[src/rtl/fp_pkg.sv]
// fp_pkg: shared widths and the unpacked-operand type for the FP alignment path.
package fp_pkg;
    localparam int EXP_W = 8;
    localparam int MANT_W = 23;
    localparam int GRS_W = 3;
    localparam logic [EXP_W-1:0] EXP_SPECIAL = 8'hFF;
    localparam int SIG_W = MANT_W + 1;
    localparam int ALN_W = SIG_W + GRS_W;
    typedef struct packed {
        logic             sign;
        logic [EXP_W-1:0] e;
        logic [SIG_W-1:0] m;
    } fp_unpacked_t;
    // Denormals get exponent 1 with hidden bit 0 so they align like normals.
    function automatic fp_unpacked_t fp_unpack(input logic [31:0] x);
        fp_unpacked_t u;
        u.sign = x[31];
        u.e = (x[30:23] == '0) ? 8'd1 : x[30:23];
        u.m = {x[30:23] != '0, x[22:0]};
        return u;
    endfunction
endpackage

[src/rtl/fp_align_if.sv]
// fp_align_if: operand input and aligned-operand output handshakes of fp_align.
interface fp_align_if;
    import fp_pkg::*;
    logic [31:0]      a;
    logic [31:0]      b;
    logic             in_valid;
    logic             in_ready;
    logic             out_valid;
    logic             out_ready;
    logic [EXP_W-1:0] exp_large;
    logic [SIG_W-1:0] mant_large;
    logic [ALN_W-1:0] mant_small;
    logic             sign_large;
    logic             eff_sub;
    logic             special;
    modport slave (input a, b, in_valid, out_ready,
                   output in_ready, out_valid, exp_large, mant_large, mant_small, sign_large, eff_sub, special);
    modport master (output a, b, in_valid, out_ready,
                    input in_ready, out_valid, exp_large, mant_large, mant_small, sign_large, eff_sub, special);
endinterface

[src/rtl/fp_rshift_sticky.sv]
// fp_rshift_sticky: right shift with every shifted-out bit ORed into the LSB.
module fp_rshift_sticky
    import fp_pkg::*;
(
    input  logic [ALN_W-1:0] i_val,
    input  logic [4:0]       i_amt,
    output logic [ALN_W-1:0] o_val
);
    logic [ALN_W-1:0] w_shift;
    logic [ALN_W-1:0] w_lost_mask;
    assign w_shift = i_val >> i_amt;
    assign w_lost_mask = ~({ALN_W{1'b1}} << i_amt);
    assign o_val = {w_shift[ALN_W-1:1], w_shift[0] | (|(i_val & w_lost_mask))};
endmodule

[src/rtl/fp_align.sv]
// fp_align: two-stage valid/ready pipeline that orders two floats by magnitude
// and aligns the smaller mantissa to the larger exponent with guard/round/sticky.
module fp_align
    import fp_pkg::*;
(
    input logic       clk,
    input logic       rst_n,
    fp_align_if.slave bus
);
    fp_unpacked_t     w_a, w_b, w_l, w_s;
    logic             w_a_large;
    logic             w_s2_adv;
    logic             w_s1_adv;
    logic [4:0]       w_amt;
    logic [ALN_W-1:0] w_aligned;
    logic             r_s1_valid;
    logic [EXP_W-1:0] r_s1_exp;
    logic [SIG_W-1:0] r_s1_ml;
    logic [SIG_W-1:0] r_s1_ms;
    logic [EXP_W-1:0] r_s1_diff;
    logic             r_s1_sign;
    logic             r_s1_sub;
    logic             r_s1_special;
    logic             r_s2_valid;
    logic [EXP_W-1:0] r_s2_exp;
    logic [SIG_W-1:0] r_s2_ml;
    logic [ALN_W-1:0] r_s2_ms;
    logic             r_s2_sign;
    logic             r_s2_sub;
    logic             r_s2_special;

    assign w_a = fp_unpack(bus.a);
    assign w_b = fp_unpack(bus.b);
    assign w_a_large = (w_a.e > w_b.e) | ((w_a.e == w_b.e) & (w_a.m >= w_b.m));
    assign w_l = w_a_large ? w_a : w_b;
    assign w_s = w_a_large ? w_b : w_a;
    assign w_s2_adv = !r_s2_valid | bus.out_ready;
    assign w_s1_adv = !r_s1_valid | w_s2_adv;
    assign bus.in_ready = w_s1_adv;
    // Saturating at 31 is enough: any shift of 27 or more empties the field.
    assign w_amt = (r_s1_diff > 8'd31) ? 5'd31 : r_s1_diff[4:0];

    fp_rshift_sticky u_shift (
        .i_val ({r_s1_ms, {GRS_W{1'b0}}}),
        .i_amt (w_amt),
        .o_val (w_aligned)
    );

    always_ff @(posedge clk or negedge rst_n) begin
        if (!rst_n) begin
            r_s1_valid   <= 1'b0;
            r_s1_exp     <= '0;
            r_s1_ml      <= '0;
            r_s1_ms      <= '0;
            r_s1_diff    <= '0;
            r_s1_sign    <= 1'b0;
            r_s1_sub     <= 1'b0;
            r_s1_special <= 1'b0;
        end else if (w_s1_adv) begin
            r_s1_valid <= bus.in_valid;
            if (bus.in_valid) begin
                r_s1_exp     <= w_l.e;
                r_s1_ml      <= w_l.m;
                r_s1_ms      <= w_s.m;
                r_s1_diff    <= w_l.e - w_s.e;
                r_s1_sign    <= w_l.sign;
                r_s1_sub     <= w_a.sign ^ w_b.sign;
                r_s1_special <= (bus.a[30:23] == EXP_SPECIAL) | (bus.b[30:23] == EXP_SPECIAL);
            end
        end
    end

    always_ff @(posedge clk or negedge rst_n) begin
        if (!rst_n) begin
            r_s2_valid   <= 1'b0;
            r_s2_exp     <= '0;
            r_s2_ml      <= '0;
            r_s2_ms      <= '0;
            r_s2_sign    <= 1'b0;
            r_s2_sub     <= 1'b0;
            r_s2_special <= 1'b0;
        end else if (w_s2_adv) begin
            r_s2_valid <= r_s1_valid;
            if (r_s1_valid) begin
                r_s2_exp     <= r_s1_exp;
                r_s2_ml      <= r_s1_ml;
                r_s2_ms      <= w_aligned;
                r_s2_sign    <= r_s1_sign;
                r_s2_sub     <= r_s1_sub;
                r_s2_special <= r_s1_special;
            end
        end
    end

    assign bus.out_valid  = r_s2_valid;
    assign bus.exp_large  = r_s2_exp;
    assign bus.mant_large = r_s2_ml;
    assign bus.mant_small = r_s2_ms;
    assign bus.sign_large = r_s2_sign;
    assign bus.eff_sub    = r_s2_sub;
    assign bus.special    = r_s2_special;
endmodule
[src/flat_wrapper.sv]
// flat-port wrapper written by rule: the top's interface ports become plain ports
module fp_align_flat import fp_pkg::*;
  (clk, rst_n, bus_a, bus_b, bus_in_valid, bus_out_ready, bus_in_ready, bus_out_valid, bus_exp_large, bus_mant_large, bus_mant_small, bus_sign_large, bus_eff_sub, bus_special);
  fp_align_if bus_i ();
  input logic clk;
  input logic rst_n;
  input wire logic [$bits(bus_i.a)-1:0] bus_a;
  input wire logic [$bits(bus_i.b)-1:0] bus_b;
  input wire logic [$bits(bus_i.in_valid)-1:0] bus_in_valid;
  input wire logic [$bits(bus_i.out_ready)-1:0] bus_out_ready;
  output wire logic [$bits(bus_i.in_ready)-1:0] bus_in_ready;
  output wire logic [$bits(bus_i.out_valid)-1:0] bus_out_valid;
  output wire logic [$bits(bus_i.exp_large)-1:0] bus_exp_large;
  output wire logic [$bits(bus_i.mant_large)-1:0] bus_mant_large;
  output wire logic [$bits(bus_i.mant_small)-1:0] bus_mant_small;
  output wire logic [$bits(bus_i.sign_large)-1:0] bus_sign_large;
  output wire logic [$bits(bus_i.eff_sub)-1:0] bus_eff_sub;
  output wire logic [$bits(bus_i.special)-1:0] bus_special;
  assign bus_i.a = bus_a;
  assign bus_i.b = bus_b;
  assign bus_i.in_valid = bus_in_valid;
  assign bus_i.out_ready = bus_out_ready;
  assign bus_in_ready = bus_i.in_ready;
  assign bus_out_valid = bus_i.out_valid;
  assign bus_exp_large = bus_i.exp_large;
  assign bus_mant_large = bus_i.mant_large;
  assign bus_mant_small = bus_i.mant_small;
  assign bus_sign_large = bus_i.sign_large;
  assign bus_eff_sub = bus_i.eff_sub;
  assign bus_special = bus_i.special;
  fp_align u_core (.clk(clk), .rst_n(rst_n), .bus(bus_i));
endmodule
[config.mk]
export PLATFORM = sky130hd
export DESIGN_NAME = fp_align_flat
export DESIGN_NICKNAME = d
export VERILOG_FILES = /design/src/rtl/fp_pkg.sv /design/src/rtl/fp_align_if.sv /design/src/rtl/fp_rshift_sticky.sv /design/src/rtl/fp_align.sv /design/src/flat_wrapper.sv
export SDC_FILE = /design/constraint.sdc
export NUM_CORES = 1
export LEC_CHECK = 0
export ABC_CLOCK_PERIOD_IN_PS = 2600
export BUFFER_PORTS_ARGS = -buffer_cell sky130_fd_sc_hd__buf_2
export CAP_MARGIN = 5
export CORE_MARGIN = 4
export CORE_UTILIZATION = 52
export CTS_CLUSTER_DIAMETER = 60
export CTS_CLUSTER_SIZE = 30
export DETAILED_ROUTE_END_ITERATION = 12
export PLACE_DENSITY = 0.83
export SLEW_MARGIN = 20
export SYNTH_ARGS = -nofsm -noshare
export SYNTH_HDL_FRONTEND = slang
export SYNTH_SLANG_ARGS = --single-unit
[constraint.sdc]
create_clock -name clk -period 2.6 [get_ports clk]
set_input_delay 0.13 -clock clk [delete_from_list [all_inputs] [get_ports clk]]
set_output_delay 0.13 -clock clk [all_outputs]
set_load 0.02 [all_outputs]
== After elaboration in Yosys (flattened, before gate mapping) ==
Cells that the tools add are included.

* Register bits: 131
* Bits of input ports: 68
* Output and inout bits: 64

* Add/sub/neg operators: 1
* $lt $le $gt $ge: 3
* Equal/unequal tests: 3
* Shift-type cells: 2
* Muxes and demuxes: 5
* Bitwise gates (word level): 9
* Reduce and logical (&&, ||, !) cells: 9

{| class="wikitable"
|+ Operators by type and width
! operator !! count
|-
| two-way mux 33 bit || 1
|-
| two-way mux 32 bit || 1
|-
| bitwise AND 27 bit || 1
|-
| NOT 27 bit || 1
|-
| OR reduction 27 bit || 1
|-
| left shift 27 x 5 -> 27 bit (first input constant) || 1
|-
| right shift 27 x 5 -> 27 bit || 1
|-
| greater-or-equal comparator 24 bit || 1
|-
| == test 8 bit (second input constant) || 2
|-
| zero test 8 bit || 2
|-
| two-way mux 8 bit || 2
|-
| nonzero test 8 bit || 2
|-
| == test 8 bit || 1
|-
| greater-than comparator 8 x 5 -> 1 bit (second input constant) || 1
|-
| greater-than comparator 8 bit || 1
|-
| subtractor 8 bit || 1
|-
| two-way mux 5 bit || 1
|-
| OR 1 bit || 5
|-
| AND reduction 2 bit || 2
|-
| zero test 1 bit || 2
|-
| bitwise AND 1 bit || 1
|-
| bitwise XOR 1 bit || 1
|}

== Depth between registers and ports, before layout ==
Gate-level depths: netlist of the first run.

* Depth after elaboration: 7
* Mapped depth: 21

== Hierarchy ==
Synthesis of the first run repeated with hierarchy kept, for this count alone.

* Cell total of the unflattened synthesis: 857
* Area, all modules: 8423.1 um^2

{| class="wikitable"
|+ Modules (own cells, without submodules)
! module !! instances !! cells each !! area each (um^2) !! seq. area each (um^2)
|-
| fp_align || 1 || 646 || 6642.6 || 3278.1
|-
| fp_rshift_sticky || 1 || 211 || 1780.5 || 0.0
|}

== Worst setup path after synthesis of the first run ==
No wires, ideal clock.

* Path type: input to register
* Start: input port bus_a[27]
* End: register u_core.r_s1_diff[6]
* Arrival: 3481 ps
* Slack: -1007 ps
* Stages on the path: 18
* Buffers on the path: 4
* Path through: nor4_1 -> nand3b_1 -> ha_1 -> nand4_2 -> nor4_2 -> nand2_1 -> o2111a_2 -> or2_1 -> buf_6 -> buf_6 -> buf_4 -> buf_2 -> nor2_1 -> a21oi_1 -> ha_1 -> o211ai_1 -> a31oi_1 -> a221o_1

* Cells in the longest elaborated chain, start to end: 7
* Elaborated cells on any way between the ends: 11
* Those cells by class: add/sub: 1; order compare: 2; eq/ne: 1; mux: 3; bitwise: 2; reduce/logical: 2

{| class="wikitable"
|+ Ends and longest elaborated chain
! what !! line !! text
|-
| start, declared || flat_wrapper.sv:7 || <nowiki>input wire logic [$bits(bus_i.a)-1:0] bus_a;</nowiki>
|-
| branches (longest 6 deep; another with greater-or-equal comparator 24 bit) || -- ||
|-
| subtractor 8 bit * || fp_align.sv:65 || <nowiki>r_s1_diff <= w_l.e - w_s.e;</nowiki>
|-
| end signal, assigned || fp_align.sv:65 ||
|-
| end, declared || fp_align.sv:20 || <nowiki>logic [EXP_W-1:0] r_s1_diff;</nowiki>
|}

Every way passes the cells marked *.
A chain may end at the register's enable or synchronous reset.

== Worst setup path after layout of the first run ==
* Start: input port bus_a[27]
* End: register u_core.r_s1_diff[7]

Same word-level chain as after synthesis.

==> flow_metrics.py, run 1 <==
metrics = {
    "routing": {
        "vias": 7875,
        "drtAntennaViolNets": 0,
        "wirelength_um": 24400,
        "wire_per_inst_um": 17.9,
        "first_pass_iters": 6,
        "drt-initial-drc-count": 750,
        "vias_per_cell": 5.79,
        "drc": 0,
    },
    "pwr": {
        "finalPower_mw": 7.65,
        "seqPwrFrac_pct": 35.3,
        "p_sw_share_pct": 36.3,
        "p_leak_nw": 5.16,
        "p_per_area_mw_per_mm2": 720,
        "pwr-share-comb_pct": 35.2,
        "pwr-share-clk_pct": 29.5,
        "vdd_drop_max_mv": 0.535,
        "intPower_mw": 4.87,
        "switchingPower_mw": 2.78,
    },
    "finish": {
        "nets": 1259,
        "layout_commonest_cell": "nand2_1",
        "layout_common_cells": "nand2_1, dfrtp_1, buf_2",
        "fillers": 1194,
        "fin_area_mm2": 0.0106,
        "postLayoutCoreUtil_pct": 70.1,
        "drive_gt1_share_pct": 29.6,
        "area_delta_synth_final_pct": 32.4,
        "insertedDiodeCount": 0,
    },
    "synthesis": {
        "synth_flop_cell": "dfrtp_1",
        "synth_top_cell_by_area": "dfrtp_1",
        "synth_cell_type_count": 68,
        "synthXorXnorAreaFrac_pct": 0.546,
        "syn_inst": 952,
        "synth_area_leaders": "dfrtp_1, nand2_1, mux2i_1",
        "synth_nets": 1052,
        "yosysTopAreaCellShare_pct": 40.8,
        "synth_warnings": 0,
        "synth_fa_ha_area_share_pct": 5.24,
        "synth_area_mm2": 0.00803,
        "synthMuxAreaShare_pct": 11.1,
        "synth_edf_count": 0,
        "synth_area_per_cell_um2": 8.43,
        "ys_seq_area_share_pct": 40.8,
        "async_flop_share_pct": 100,
        "synthSimpleGateAreaFrac_pct": 19.7,
        "ys_ff_latch": 131,
        "synth_top_family_by_area": "simple AND/OR/NAND/NOR gates",
        "synth-compound-area-share_pct": 17.2,
    },
    "worst_setup_path": {
        "cp_data_arrival_time_ns": 3.03,
        "ff2ff_setup_slack_ns": 0.05,
        "rr_worst_depth": 9,
        "r2r_end": "u_core.bus.mant_small[11]$_DFFE_PN0P_",
        "timing.rr.start": "u_core.r_s1_diff[6]$_DFFE_PN0P_",
        "slowest_stage": "ha_4",
        "required_ns": 2.92,
        "end_kind": "flop",
        "cpMostUsedCell": "nor4_4",
        "crit_fanout": 13,
        "critical_path_class": "input pin to flop",
        "critPathLaunchType": "input pin",
        "cpPeakStageDelay_ns": 0.34,
        "worstPathCellList": "buf_8, nor4_4, nand3b_1, ha_4, nand4_4, nor4_4, buf_4, nand2_1, o2111a_2, or2_4, buf_6, a311oi_4, a311oi_1, or3_1, a31o_1",
    },
    "clock_tree": {
        "cts_tree": "done",
        "htreeDepth": 4,
        "clkTransAtPathRegs_ns": 0.06,
        "insertion_delay_ns": 0.43,
        "cts-root-buf": "clkbuf_16",
        "clkSinkCount": 131,
        "numCtsBuffers": 17,
        "cts_max_path_buffers": 2,
    },
    "timing": {
        "setup_ws_ns": -0.116,
        "slew_headroom_pct": 61.2,
        "rsz0062_at_grt": "true",
        "hold_slack_ns": 0.0113,
        "post-route-min-period_ns": 2.72,
        "tightestPinTransition_ns": 0.583,
        "period_share_pct": 104,
        "tns_ns": -0.250,
        "fmax_mhz": 368,
        "hold_viol": 0,
        "finClkSkew_ns": 0.00726,
        "setup_viol": 3,
        "slew_viol_final": 0,
    },
    "placed_design": {
        "place_congestion": 0.998,
        "placed_area_mm2": 0.00957,
        "port_buffers": 131,
        "place_hpwl_um": 17500,
    },
    "die": {
        "fp-row-count": 45,
        "pin_count": 132,
        "start_util_pct": 53.0,
        "die_h_um": 132,
        "core_area_mm2": 0.0151,
        "die_area_mm2": 0.0175,
        "die_w_um": 132,
    },
    "outcome": {
        "status": "finished, violations left",
        "violations": "negative setup slack",
    },
    "grt": {
        "antenna_found_initial": 0,
        "grt_pass1_wl_um": 39300,
        "grt-ovfl-total": 0,
        "grt_pass1_vias": 7825,
        "grt_max_degree": 70,
        "grtUsageTotal_pct": 27.7,
    },
    "worst_hold_path": {
        "hold_path_class": "input pin to flop",
        "worst_hold_path.endpoint": "u_core.r_s1_ml[16]$_DFFE_PN0P_",
        "holdCritStartpoint": "bus_b[16]",
        "hold_depth": 3,
    },
    "run": {
        "maxCapViolations": 0,
    },
}
sequential cells by signal (all words and copies together), names as in the netlist:
register               cells
u_core.bus.mant_small     27
u_core.bus.mant_large     24
u_core.r_s1_ml            24
u_core.r_s1_ms            24
u_core.bus.exp_large       8
u_core.r_s1_diff           8
u_core.r_s1_exp            8
u_core.bus.eff_sub         1
u_core.bus.out_valid       1
u_core.bus.sign_large      1
u_core.bus.special         1
u_core.r_s1_sign           1
u_core.r_s1_special        1
u_core.r_s1_sub            1
u_core.r_s1_valid          1
cell usage after synthesis (3+ instances only):
master	n
nand2b_1	12
buf_4	3
nor4_1	4
nor2_1	59
a21oi_1	59
ha_1	32
mux4_2	8
o21ai_1	16
mux2i_1	69
nor3_1	15
o211ai_1	4
a211oi_1	7
or3_1	3
xnor2_1	3
nand4_1	6
a31oi_1	9
nor2b_1	5
buf_6	3
o32ai_1	4
nand3_1	13
clkbuf_1	53
o31ai_1	3
inv_1	38
nand3b_1	3
dfrtp_1	131
o22ai_1	3
and2_1	3
o21a_1	3
a221o_1	3
o221ai_1	3
nand2_1	233
o21ai_0	90
buf_2	7
a32o_1	3
per-stage QoR:
stage | worst slack, ns | std cells
after floorplan | -0.669 | 952
after global placement | -0.481 | 1312
after detailed placement | -0.627 | 1312
after CTS | -0.0421 | 1350
after global routing | -0.272 | 1360
final | -0.116 | 1360
power groups by stage:
| stage | registers, mW | clock network, mW | logic, mW |
|---|---|---|---|
| floorplan | 2.80 | 0 | 1.35 |
| global placement | 2.68 | 0 | 2.40 |
| detailed placement | 2.69 | 0 | 2.44 |
| CTS | 2.66 | 2.28 | 2.48 |
| global route | 2.74 | 2.37 | 2.93 |
| finish | 2.70 | 2.25 | 2.69 |
critical path: cells and delay by family:
kind            cells  cell delay [ns]
simple gates        7             1.36
compound gates      4             0.80
buf+inv             3             0.41
fa+ha+maj           1             0.34
cells by family after synthesis:
group,after synthesis
flops,131
xor+xnor,5
compound gates,230
buf+inv,104
mux,79
fa+ha+maj,34
simple gates,369
layer usage:
layer / wire [um] / GRT usage, %
met5: 0 / 0
met4: 760 / 8.78
met3: 1660 / 5.65
met2: 11900 / 46.7
met1: 10000 / 36.1
worst max-delay path by stage:
stage	slack, ns	from	to
after floorplan	-0.67	bus_a[27]	u_core.r_s1_diff[6]$_DFFE_PN0P_
after global placement	-0.48	bus_a[27]	u_core.r_s1_diff[6]$_DFFE_PN0P_
after detailed placement	-0.63	bus_a[26]	u_core.r_s1_diff[6]$_DFFE_PN0P_
after CTS	-0.04	bus_a[27]	u_core.r_s1_diff[4]$_DFFE_PN0P_
after global routing	-0.27	bus_a[27]	u_core.r_s1_diff[7]$_DFFE_PN0P_
final	-0.12	bus_a[27]	u_core.r_s1_diff[7]$_DFFE_PN0P_
area by class of cell:
class | count | area (um2) | share of cell area (%)
flip-flops and latches | 131 | 3280 | 30.9
clock inverters | 11 | 104 | 0.978
clock buffers | 21 | 450 | 4.24
well taps | 188 | 235 | 2.21
repair buffers | 254 | 1770 | 16.7
inverters | 38 | 143 | 1.34
multi-input cells | 717 | 4640 | 43.7
repair_timing:
action / CTS / global route
hold endpoints to repair: 43 / 0
gates cloned: 0 / 3
pin swaps: 8 / 9
buffers inserted: 3 / 7
endpoints found under the setup margin: 3 / 60
resized for setup: 17 / 46
hold buffers: 3 / 0
Power figures use the tool's default switching activity.
==> run 2: changes to the inputs <==
--- a/config.mk
+++ b/config.mk
@@ -5,15 +5,15 @@
 export SDC_FILE = /design/constraint.sdc
 export NUM_CORES = 1
 export LEC_CHECK = 0
-export ABC_CLOCK_PERIOD_IN_PS = 2600
+export ABC_CLOCK_PERIOD_IN_PS = 2900
 export BUFFER_PORTS_ARGS = -buffer_cell sky130_fd_sc_hd__buf_2
 export CAP_MARGIN = 5
 export CORE_MARGIN = 4
-export CORE_UTILIZATION = 52
+export CORE_UTILIZATION = 57
 export CTS_CLUSTER_DIAMETER = 60
 export CTS_CLUSTER_SIZE = 30
 export DETAILED_ROUTE_END_ITERATION = 12
-export PLACE_DENSITY = 0.83
+export PLACE_DENSITY = 0.87
 export SLEW_MARGIN = 20
 export SYNTH_ARGS = -nofsm -noshare
 export SYNTH_HDL_FRONTEND = slang
==> constraint.sdc (replaced) <==
create_clock -name clk -period 2.9 [get_ports clk]
set_input_delay 0.145 -clock clk [delete_from_list [all_inputs] [get_ports clk]]
set_output_delay 0.145 -clock clk [all_outputs]
set_load 0.02 [all_outputs]
==> flow_metrics.py, run 2 (synthesis results as in run 1) <==
metrics = {
    "clock_tree": {
        "cts_max_path_buffers": 2,
        "clkSinkCount": 131,
        "cts-root-buf": "clkbuf_16",
        "insertion_delay_ns": 0.42,
        "cts_tree": "done",
        "clkTransAtPathRegs_ns": 0.06,
        "post-cts-setup-buffers": 0,
        "numCtsBuffers": 17,
        "htreeDepth": 4,
    },
    "grt": {
        "grtUsageTotal_pct": 28.8,
        "grt-ovfl-total": 0,
        "antenna_found_initial": 0,
        "grt_pass1_wl_um": 37300,
        "grtUsageMet1_pct": 38.6,
        "top_usage_layer": "met2",
        "grtUsageMet2_pct": 47.3,
        "gr-usage-met3_pct": 5.39,
        "grt_max_degree": 83,
        "grt_pass1_vias": 7390,
    },
    "worst_hold_path": {
        "hold_path_class": "input pin to flop",
    },
    "worst_setup_path": {
        "crit_fanout": 13,
        "startpoint": "bus_a[27]",
        "r2r_end": "u_core.bus.mant_small[0]$_DFFE_PN0P_",
        "required_ns": 3.21,
        "critical_path_class": "input pin to flop",
        "cp_data_arrival_time_ns": 3.08,
        "end_kind": "flop",
        "ff2ff_setup_slack_ns": 0.25,
        "cp-endpoint": "u_core.r_s1_diff[7]$_DFFE_PN0P_",
        "critPathLaunchType": "input pin",
        "rr_worst_depth": 10,
        "timing.rr.start": "u_core.r_s1_diff[7]$_DFFE_PN0P_",
    },
    "timing": {
        "fmax_mhz": 361,
        "slew_viol_final": 0,
        "finClkSkew_ns": 0.00642,
        "rsz0062_at_grt": "true",
        "tightestPinTransition_ns": 0.772,
        "slew_headroom_pct": 48.5,
        "post-route-min-period_ns": 2.77,
        "setup_viol": 0,
        "hold_viol": 0,
        "tns_ns": 0,
        "period_share_pct": 95.5,
    },
    "routing": {
        "drtAntennaViolNets": 0,
        "wirelength_um": 22800,
        "drt-initial-drc-count": 841,
        "vias_per_cell": 5.93,
        "wire_per_inst_um": 17.7,
        "first_pass_iters": 5,
        "drc": 0,
        "vias": 7644,
    },
    "finish": {
        "layout_commonest_cell": "nand2_1",
        "stdcell_count": 1289,
        "area_delta_synth_final_pct": 22.6,
        "nets": 1197,
        "drive_gt1_share_pct": 22.9,
        "largest_reg_flops": 27,
        "fillers": 1045,
        "insertedDiodeCount": 0,
        "layout_common_cells": "nand2_1, dfrtp_1, buf_2",
    },
    "pwr": {
        "vdd_drop_max_mv": 0.439,
        "p_per_area_mw_per_mm2": 664,
        "p_leak_nw": 4.82,
    },
    "die": {
        "start_util_pct": 58.0,
        "pin_count": 132,
        "die_w_um": 127,
        "die_h_um": 127,
        "fp-row-count": 43,
        "core_area_mm2": 0.0138,
        "die_area_mm2": 0.0160,
    },
    "placed_design": {
        "place_congestion": 0.997,
        "placedCellCount": 1256,
        "port_buffers": 131,
        "place_hpwl_um": 16500,
    },
    "run": {
        "maxCapViolations": 0,
    },
    "outcome": {
        "status": "completed",
    },
}
==> run 2: how the worst min path moves through the flow <==
stage | startpoint | endpoint | slack (ns) | cells past startpoint
floorplan | rst_n | u_core.bus.eff_sub$_DFFE_PN0P_ | -0.15 | 0
global placement | rst_n | u_core.bus.mant_small[7]$_DFFE_PN0P_ | 0.11 | 1
detailed placement | rst_n | u_core.bus.mant_small[7]$_DFFE_PN0P_ | 0.11 | 1
CTS | bus_b[13] | u_core.r_s1_ml[13]$_DFFE_PN0P_ | 0.01 | 3
global route | bus_b[13] | u_core.r_s1_ml[13]$_DFFE_PN0P_ | 0.04 | 3
finish | bus_b[13] | u_core.r_s1_ml[13]$_DFFE_PN0P_ | 0.02 | 3
==> run 2: critical path, cell delays in order <==
cell and delay, ns:
buf_2 0.12, nor4_4 0.28, nand3b_1 0.21, ha_4 0.35, nand4_4 0.09, nor4_4 0.17, nand2_1 0.07, o2111a_2 0.26
or2_4 0.25, buf_6 0.15, a311oi_4 0.31, a311oi_1 0.09, or3_1 0.33, a31o_1 0.22
==> run 2: report_power, final <==
part / leakage [nW] / internal, mW / switching [mW] / total, mW
logic: 2.90 / 0.809 / 1.29 / 2.10
clock network: 0.264 / 1.22 / 0.811 / 2.03
registers: 1.65 / 2.14 / 0.270 / 2.41
total: 4.82 / 4.17 / 2.37 / 6.53
==> run 2: area by class of cell <==
type | count | area, um2 | share of cell area, %
clock buffer | 20 | 457 | 4.64
clock inverter | 11 | 105 | 1.07
inverter | 38 | 143 | 1.45
multi-input combinational | 717 | 4440 | 45.1
sequential | 131 | 3280 | 33.3
tap | 180 | 225 | 2.29
timing repair buffer | 192 | 1190 | 12.1
==> run 2: timing repair <==
| action | CTS | global route |
|---|---|---|
| endpoints found under the hold margin | 51 | 0 |
| endpoints found under the setup margin | 0 | 8 |
| resized for setup | 0 | 10 |
| hold buffers | 2 | 0 |
==> run 2: per-stage QoR <==
step                      setup slack [ns]  area (um2)  hold WS, ns  utilization (%)  total power, mW
after floorplan                     -0.384        8070       -0.151                -             3.72
after detailed placement            -0.326        9180        0.114             66.4             4.46
after CTS                           0.0528        9760       0.0106             70.6             6.51
after global routing               -0.0471        9840       0.0386             71.1             6.88
final                                0.131        9840       0.0210             71.1             6.53
after global placement              -0.201        9180        0.115             66.4             4.40
==> run 2: metal layers <==
metal / wire length, um / up-vias / share of wire, %
li1: - / 3588 / -
met1: 9350 / 3672 / 41
met2: 11100 / 336 / 49
met3: 1820 / 48 / 8.0
met4: 538 / 0 / 2.4
met5: 0 / - / 0
